## src/rtl/svf_filter.sv

```systemverilog
// svf_filter: sample-strobe divider, F/Q1 coefficient ROMs and a Chamberlin state-variable filter.
// Define SVF_SATURATE_EN to clamp filter state and outputs instead of wrapping.
module svf_filter #(
  parameter int SAMPLE_BITS = 12,
  parameter int CLK_HZ      = 16000000,
  parameter int SAMPLE_RATE = 44100
) (
  input  logic                          clk,
  input  logic                          rst,
  input  logic signed [SAMPLE_BITS-1:0] in,
  input  logic        [6:0]             freq,
  input  logic        [6:0]             q,
  input  logic        [3:0]             sel,
  output logic                          sample_stb,
  output logic signed [SAMPLE_BITS-1:0] out_lp,
  output logic signed [SAMPLE_BITS-1:0] out_hp,
  output logic signed [SAMPLE_BITS-1:0] out_bp,
  output logic signed [SAMPLE_BITS-1:0] out_notch,
  output logic signed [SAMPLE_BITS-1:0] audio_out
);

  localparam int  DIVISOR = CLK_HZ / SAMPLE_RATE;
  localparam int  CW      = (DIVISOR > 1) ? $clog2(DIVISOR) : 1;
  localparam int  SW      = SAMPLE_BITS + 4;
  localparam int  CB      = 18;
  localparam int  EW      = SW + CB;
  localparam real PI      = 3.141592653589793;

  function automatic logic [128*CB-1:0] build_f_rom();
    real fc;
    real w;
    build_f_rom = '0;
    for (int v = 0; v < 128; v++) begin
      fc = 440.0 * (2.0 ** ((real'(v) - 69.0) / 12.0));
      w  = 2.0 * $sin(PI * fc / real'(SAMPLE_RATE)) * 65536.0;
      build_f_rom[v*CB +: CB] = CB'($rtoi(w + 0.5));
    end
  endfunction

  function automatic logic [128*CB-1:0] build_q1_rom();
    build_q1_rom = '0;
    for (int v = 0; v < 128; v++) begin
      build_q1_rom[v*CB +: CB] = CB'(131071 - 960 * v);
    end
  endfunction

  localparam logic [128*CB-1:0] F_ROM  = build_f_rom();
  localparam logic [128*CB-1:0] Q1_ROM = build_q1_rom();

`ifdef SVF_SATURATE_EN
  localparam logic signed [EW-1:0] ST_MAX  = EW'((2 ** (SW - 1)) - 1);
  localparam logic signed [EW-1:0] ST_MIN  = -ST_MAX - 1;
  localparam logic signed [EW-1:0] OUT_MAX = EW'((2 ** (SAMPLE_BITS - 1)) - 1);
  localparam logic signed [EW-1:0] OUT_MIN = -OUT_MAX - 1;

  function automatic logic signed [EW-1:0] mul_full(input logic signed [CB-1:0] c,
                                                    input logic signed [SW-1:0] s);
    mul_full = (EW'(c) * EW'(s)) >>> 16;
  endfunction

  function automatic logic signed [SW-1:0] sat_state(input logic signed [EW-1:0] x);
    if (x > ST_MAX)      sat_state = SW'(ST_MAX);
    else if (x < ST_MIN) sat_state = SW'(ST_MIN);
    else                 sat_state = SW'(x);
  endfunction

  function automatic logic signed [SAMPLE_BITS-1:0] sat_out(input logic signed [EW-1:0] x);
    if (x > OUT_MAX)      sat_out = SAMPLE_BITS'(OUT_MAX);
    else if (x < OUT_MIN) sat_out = SAMPLE_BITS'(OUT_MIN);
    else                  sat_out = SAMPLE_BITS'(x);
  endfunction
`else
  // Truncating the shifted product before the add is exact under modulo-2^SW wrap.
  function automatic logic signed [SW-1:0] mul_wrap(input logic signed [CB-1:0] c,
                                                    input logic signed [SW-1:0] s);
    mul_wrap = SW'((EW'(c) * EW'(s)) >>> 16);
  endfunction
`endif

  logic        [CW-1:0]          cnt_q, cnt_d;
  logic signed [SW-1:0]          lo_q, lo_d, hi_q, hi_d, bp_q, bp_d;
  logic signed [SAMPLE_BITS-1:0] in_q, in_d;
  logic signed [CB-1:0]          f_q, f_d, q1_q, q1_d;

  assign sample_stb = (cnt_q == CW'(DIVISOR - 1));

  always_comb begin
    cnt_d = sample_stb ? '0 : cnt_q + 1'b1;
    lo_d  = lo_q;
    hi_d  = hi_q;
    bp_d  = bp_q;
    in_d  = in_q;
    f_d   = f_q;
    q1_d  = q1_q;
    if (sample_stb) begin
      // The step uses the coefficients loaded on the previous strobe.
`ifdef SVF_SATURATE_EN
      lo_d = sat_state(EW'(lo_q) + mul_full(f_q, bp_q));
      hi_d = sat_state(EW'(in) - EW'(lo_d) - mul_full(q1_q, bp_q));
      bp_d = sat_state(EW'(bp_q) + mul_full(f_q, hi_d));
`else
      lo_d = lo_q + mul_wrap(f_q, bp_q);
      hi_d = SW'(in) - lo_d - mul_wrap(q1_q, bp_q);
      bp_d = bp_q + mul_wrap(f_q, hi_d);
`endif
      in_d = in;
      f_d  = F_ROM[int'(freq) * CB +: CB];
      q1_d = Q1_ROM[int'(q) * CB +: CB];
    end
  end

  always_ff @(posedge clk or posedge rst) begin
    if (rst) begin
      cnt_q <= '0;
      lo_q  <= '0;
      hi_q  <= '0;
      bp_q  <= '0;
      in_q  <= '0;
      f_q   <= F_ROM[CB-1:0];
      q1_q  <= Q1_ROM[CB-1:0];
    end else begin
      cnt_q <= cnt_d;
      lo_q  <= lo_d;
      hi_q  <= hi_d;
      bp_q  <= bp_d;
      in_q  <= in_d;
      f_q   <= f_d;
      q1_q  <= q1_d;
    end
  end

  // Outputs are the post-strobe state narrowed to the sample width, so they hold between strobes.
`ifdef SVF_SATURATE_EN
  assign out_lp    = sat_out(EW'(lo_q));
  assign out_hp    = sat_out(EW'(hi_q));
  assign out_bp    = sat_out(EW'(bp_q));
  assign out_notch = sat_out(EW'(hi_q) + EW'(lo_q));
`else
  assign out_lp    = SAMPLE_BITS'(lo_q);
  assign out_hp    = SAMPLE_BITS'(hi_q);
  assign out_bp    = SAMPLE_BITS'(bp_q);
  assign out_notch = SAMPLE_BITS'(hi_q + lo_q);
`endif

  always_comb begin
    audio_out = out_notch;
    if (sel == 4'd0)       audio_out = in_q;
    else if (sel <= 4'd4)  audio_out = out_lp;
    else if (sel <= 4'd8)  audio_out = out_hp;
    else if (sel <= 4'd12) audio_out = out_bp;
  end

endmodule

```

## config.mk

```make
export PLATFORM = sky130hd
export DESIGN_NAME = svf_filter
export DESIGN_NICKNAME = d
export VERILOG_FILES = /design/src/rtl/svf_filter.sv
export SDC_FILE = /design/constraint.sdc
export NUM_CORES = 2
export LEC_CHECK = 0
export BUFFER_PORTS_ARGS = -buffer_cell sky130_fd_sc_hd__buf_2
export CAP_MARGIN = 25
export CORE_MARGIN = 2
export CORE_UTILIZATION = 55
export CTS_CLUSTER_DIAMETER = 40
export DETAILED_ROUTE_END_ITERATION = 10
export PLACE_DENSITY = 0.69
export SETUP_SLACK_MARGIN = 0.02
export SLEW_MARGIN = 15
export SYNTH_ARGS = -nofsm -noshare
export SYNTH_HDL_FRONTEND = slang
export SYNTH_SLANG_ARGS = --single-unit
```

## constraint.sdc

```tcl
create_clock -name clk -period 41.7 [get_ports clk]
set_input_delay 6.255 -clock clk [delete_from_list [all_inputs] [get_ports clk]]
set_output_delay 6.255 -clock clk [all_outputs]
set_load 0.01 [all_outputs]
```

# --- Word level (Yosys, flattened, before mapping) ---
# Index checks and enable logic that the tools add are counted.
totals:
  reg_bits: 101
  latchBits: 0
  ramBits: 0
  rom_bits: 0
  in_bits: 32
  out_inout_bits: 61
  word_cells: 30
  memories: 0
classes:
  n_addsub: 6
  mul: 5
  div: 0
  order_cmp: 3
  eq_ne: 1
  shifts: 2
  muxes: 5
  bitwise_logic: 0
  n_reduce_logical: 1
ops:
  columns: ["op", "count"]
  rows:
  - ["$shiftx 2304x13->18 const A", 2]
  - ["$mul 18x16->32", 3]
  - ["$mux 12", 4]
  - ["$add 16x16->16", 2]
  - ["$mul 7x4->11 const B", 2]
  - ["$sub 12x16->16", 1]
  - ["$sub 16x16->16", 1]
  - ["$add 12x12->12", 1]
  - ["$add 9x1->9 const B", 1]
  - ["$eq 9x9->1 const B", 1]
  - ["$mux 9", 1]
  - ["$le 4x4->1 const B", 2]
  - ["$le 4x3->1 const B", 1]
  - ["$logic_not 4->1", 1]

# --- Logic depth before layout (Yosys ltp) ---
logic_depth:
  word_depth: 6
  ltp_mapped: 79
  mapped_depth_nobuf: 77

# --- Worst setup path after synthesis ---
# Ideal clock, no wire load.
synth_timing:
  path_kind: "register to register"
  startpoint: "reg bp_q[1]"
  endpoint: "reg bp_q[15]"
  setup_ns: 0.080
  t_arrival_ns: 16.442
  t_required_ns: 41.620
  setup_slack_ns: 25.178
  path_stages_with_launch: 77
  path_buffers: 3
  synth_period_minus_slack_ns: 16.522
  path_cell_list: "dfrtp_1 clkbuf_1 clkbuf_1 nand2_1 fa_1 fa_1 fa_1 inv_1 fa_1 fa_1 inv_1 fa_1 inv_1 ha_1 a211oi_1 o211ai_1 a21oi_1 nor2_1 [41 not listed] a21oi_1 nand3_1 nand2_1 a21oi_1 xnor2_1 ha_1 and2_1 a22o_1 or4_1 a311oi_1 o21bai_1 a21o_1 nand4_1 nand4b_1 a21oi_1 xnor3_1 nor2_1 xnor2_1"
synth_via:
  elab_chain_cells: 6
  word_cells_on_any_way: 7
  classes_between: "add/sub (4); mul (3)"
synth_rtl:
  columns: ["item", "line_no", "rtl"]
  rows:
  - ["start: declaration", "81", "logic signed [SW-1:0] lo_q, lo_d, hi_q, hi_d, bp_q, bp_d;"]
  - ["start signal: assignment", "125", "bp_q <= bp_d;"]
  - ["$mul 18x16->32", "76", "mul_wrap = SW'((EW'(c) * EW'(s)) >>> 16);"]
  - ["$add 16x16->16", "102", "lo_d = lo_q + mul_wrap(f_q, bp_q);"]
  - ["$sub 12x16->16", "103", "hi_d = SW'(in) - lo_d - mul_wrap(q1_q, bp_q);"]
  - ["$sub 16x16->16", "103", null]
  - ["$mul 18x16->32", "76", null]
  - ["$add 16x16->16 (*)", "104", "bp_d = bp_q + mul_wrap(f_q, hi_d);"]
# Every way passes the cells marked *; elsewhere a longest branch is shown, timed or not.
# A chain may end at the register's enable or synchronous reset.

# --- Worst setup path after layout ---
layout_timing:
  startpoint: "reg bp_q[2]"
  endpoint: "reg bp_q[15]"
# Same word-level chain as after synthesis.

==> summary.txt <==
Run status
  – Status: complete, no violations

Die
  – Row count: 91
  – Io pins: 93
  – Die width: 254 um
  – Die Ht: between 200 and 300 um
  – Core Box Area: 0.0618 sq mm
  – Full die area: around 0.065 sq mm
  – Initial Util: 0.557

Layout
  – Multi-input combinational cell area: 0.0280 sq mm
  – N_diodes: 0
  – Fillers: roughly 5700
  – Final net count: 5121
  – Layout cells sized above 1: 0.0518
  – Synth-to-Final Area Change: 3.87%
  – Register area: roughly 0.0023 sq mm

Route
  – DRC violations left: 0
  – WL final: 86300 um
  – DR pass1 iterations: 7
  – Via count: 26801
  – DR iter-0 viols: 2085
  – Routed wire per std cell: ~18 um
  – Remaining antenna violation count after routing: 0
  – Via density: 5.48

Clock tree
  – CTS HTree Levels: 3
  – Root buf cell: clkbuf_16
  – Post-cts resize count: 0
  – TritonCTS Sinks: between 90 and 100
  – Setup bufs post-CTS: 0
  – Clock transition at the registers of the reported paths: 0.08 ns
  – CTS Buffer Depth: 2
  – CTS tree: done
  – Clock Latency Late Sink: 0.40 ns
  – Num CTS Buffers: 9
  – # hold bufs at CTS: 0

Min path
  – Worst hold path depth: 2
  – Hold/Removal Path Class: flop to flop
  – Min-delay src: bp_q[11]$_DFFE_PP0P_

Logic synthesis
  – Syn Std Cell Area: 0.0345 sq mm
  – Synthesized flop and latch total: 93
  – FFs w/ async S/R, synth: 1.00
  – Synth top area cells: fa_1 (36%), ha_1 (15%), inv_1 (9.2%)
  – Sequential share of the synthesized area: 0.0680
  – Yosys warns: 0
  – Post-Syn Area per Cell: between 8 and 9 sq um
  – Cell taking the most area after synthesis: fa_1
  – Synth cell types: 74
  – Post-synth EDFFs: 0
  – Mapped Cells: 4112
  – Top-area cell type share of the netlist area: 0.358
  – Synthesized Nets: ~5200
  – Top_reg_cell synth: dfrtp_1

Critical path
  – Crit path launch type: flop
  – Crit-path leading delay family: adder cells
  – Reg2reg start: bp_q[2]$_DFFE_PP0P_
  – Start point of the critical path: bp_q[2]$_DFFE_PP0P_
  – CP arrival: 18.42 ns
  – FF-to-FF path depth: 75
  – Crit-path max FO: 33
  – CP dominant cell by count: fa_1
  – Max incr delay on CP: 0.52 ns
  – Critical path class: flop to flop
  – WP depth: 75
  – Worst path bufs/invs: 9
  – CP required: 42.02 ns
  – Worst setup EP type: flop
  – Highest-delay cell along the critical path: fa_1

STA
  – Worst rel slew slack: 0.385
  – Worst slew pin tran: 0.922 ns
  – Setup violations, final: 0
  – Max-slew violation count: 0
  – Hold Slack: 0.487 ns
  – Fmax: ~55 MHz
  – RSZ-0062 raised after global routing: false
  – Setup_tns: 0 ns
  – Clock Skew: 0.00758 ns
  – Fin crit share: 0.434
  – Fin. Hold Viols: 0
  – Tmin final: 18.10 ns

Global route
  – Tot GR Track Use: 0.284
  – Largest net degree at the start of global routing: 85
  – Initial antenna violation count: 0
  – Vias in the first global route: ~27000
  – Grt ovf: 0
  – First-pass GRT wire length: 145000 um

Placed design
  – Final Wtd Congestion: slightly above 0.9
  – Detailed placement HPWL: about 67000 um
  – Port bufs: 92

Job
  – Max-Cap Viols: 0
-- per-layer routing --
layer	wire length [um]	global-route usage
met5	0	0
met3	4960	0.0316
met2	40600	0.462
met1	39300	0.410
met4	1430	0.0598
-- cells in the mapped netlist, drive strengths merged (4+ instances only) --
master	n
fa	617
clkbuf	191
nor3	39
o221ai	10
nand2	608
ha	423
or2	4
or3	7
buf	35
and2	305
xor2	21
a21boi	14
a221oi	7
nand4	11
nand2b	52
o21ai	165
a21o	26
o31ai	11
o22ai	15
a2111oi	5
a31oi	26
o2111ai	4
o211ai	20
dfstp	14
o21a	22
dfrtp	79
xnor2	78
o21bai	8
nor2	159
a211oi	26
a311oi	8
mux4	6
a21oi	114
inv	847
nor2b	39
o311ai	5
nor3b	6
and3	16
nand3	26
mux2	4
-- cell families (layout without fill, tap and decap cells) --
kind of cell             count (synthesis)  after routing  share of synthesized area
buffers and inverters                 1075           1017                      0.120
AO/OA/AOI/OAI                          508            508                     0.0922
XOR/XNOR                               100            100                     0.0260
adder cells (fa/ha/maj)               1040           1040                      0.512
AND/OR/NAND/NOR                       1283           1283                      0.176
flip-flops                              93             93                     0.0680
multiplexers                            13             13                    0.00610
-- layout by cell type, fill, tap and decap left out, drive strengths merged, types with 39 or more instances in the layout --
master,n
nor2,159
and2,305
dfrtp,79
nor3,39
nor2b,39
buf,152
nand2b,52
ha,423
o21ai,165
fa,617
nand2,608
a21oi,114
xnor2,78
inv,853
-- final cells by class --
type                       instances  area share
inverter                         849      0.0891
clock inverter                     7     0.00206
multi-input combinational       2944       0.782
timing repair buffer             152      0.0254
tap                              837      0.0293
clock buffer                       9     0.00629
sequential                        93      0.0655
-- worst min-delay path: stages (launching register included) --
cell	delay, ns
dfrtp_1	0.35
nand2_1	0.05
o21ai_0	0.06
-- worst paths after layout --
path                                   endpoint  slack [ns]
hold / removal             bp_q[11]$_DFFE_PP0P_        0.49
setup reg to reg           bp_q[15]$_DFFE_PP0P_       23.60
hold reg to reg            bp_q[11]$_DFFE_PP0P_        0.49
max in group asynchronous    f_q[1]$_DFFE_PP0P_       34.54
setup / recovery           bp_q[15]$_DFFE_PP0P_       23.60
min in group asynchronous  in_q[10]$_DFFE_PP0P_        5.92
-- state kept, by name, summed over array words and instances (netlist names) --
signal,cells
in_q,12
f_q,17
lo_q,16
cnt_q,9
bp_q,16
hi_q,12
q1_q,11
-- through the flow --
| step | area (sq um) | instances | worst slack [ns] | util |
|---|---|---|---|---|
| 2_1_floorplan | 34500 | 4112 | 25.18 | - |
| 3_3_place_gp | 35500 | 4874 | 24.29 | 0.574 |
| 3_5_place_dp | 35500 | 4874 | 23.84 | 0.574 |
| 4_1_cts | 35800 | 4890 | 23.75 | 0.579 |
| 5_1_grt | 35800 | 4891 | 22.28 | 0.579 |
| 6_report | 35800 | 4891 | 23.60 | 0.579 |
Power is left out: the tool's default activity adds up to more than one toggle a clock period on the data nets, which glitch-free logic cannot reach.
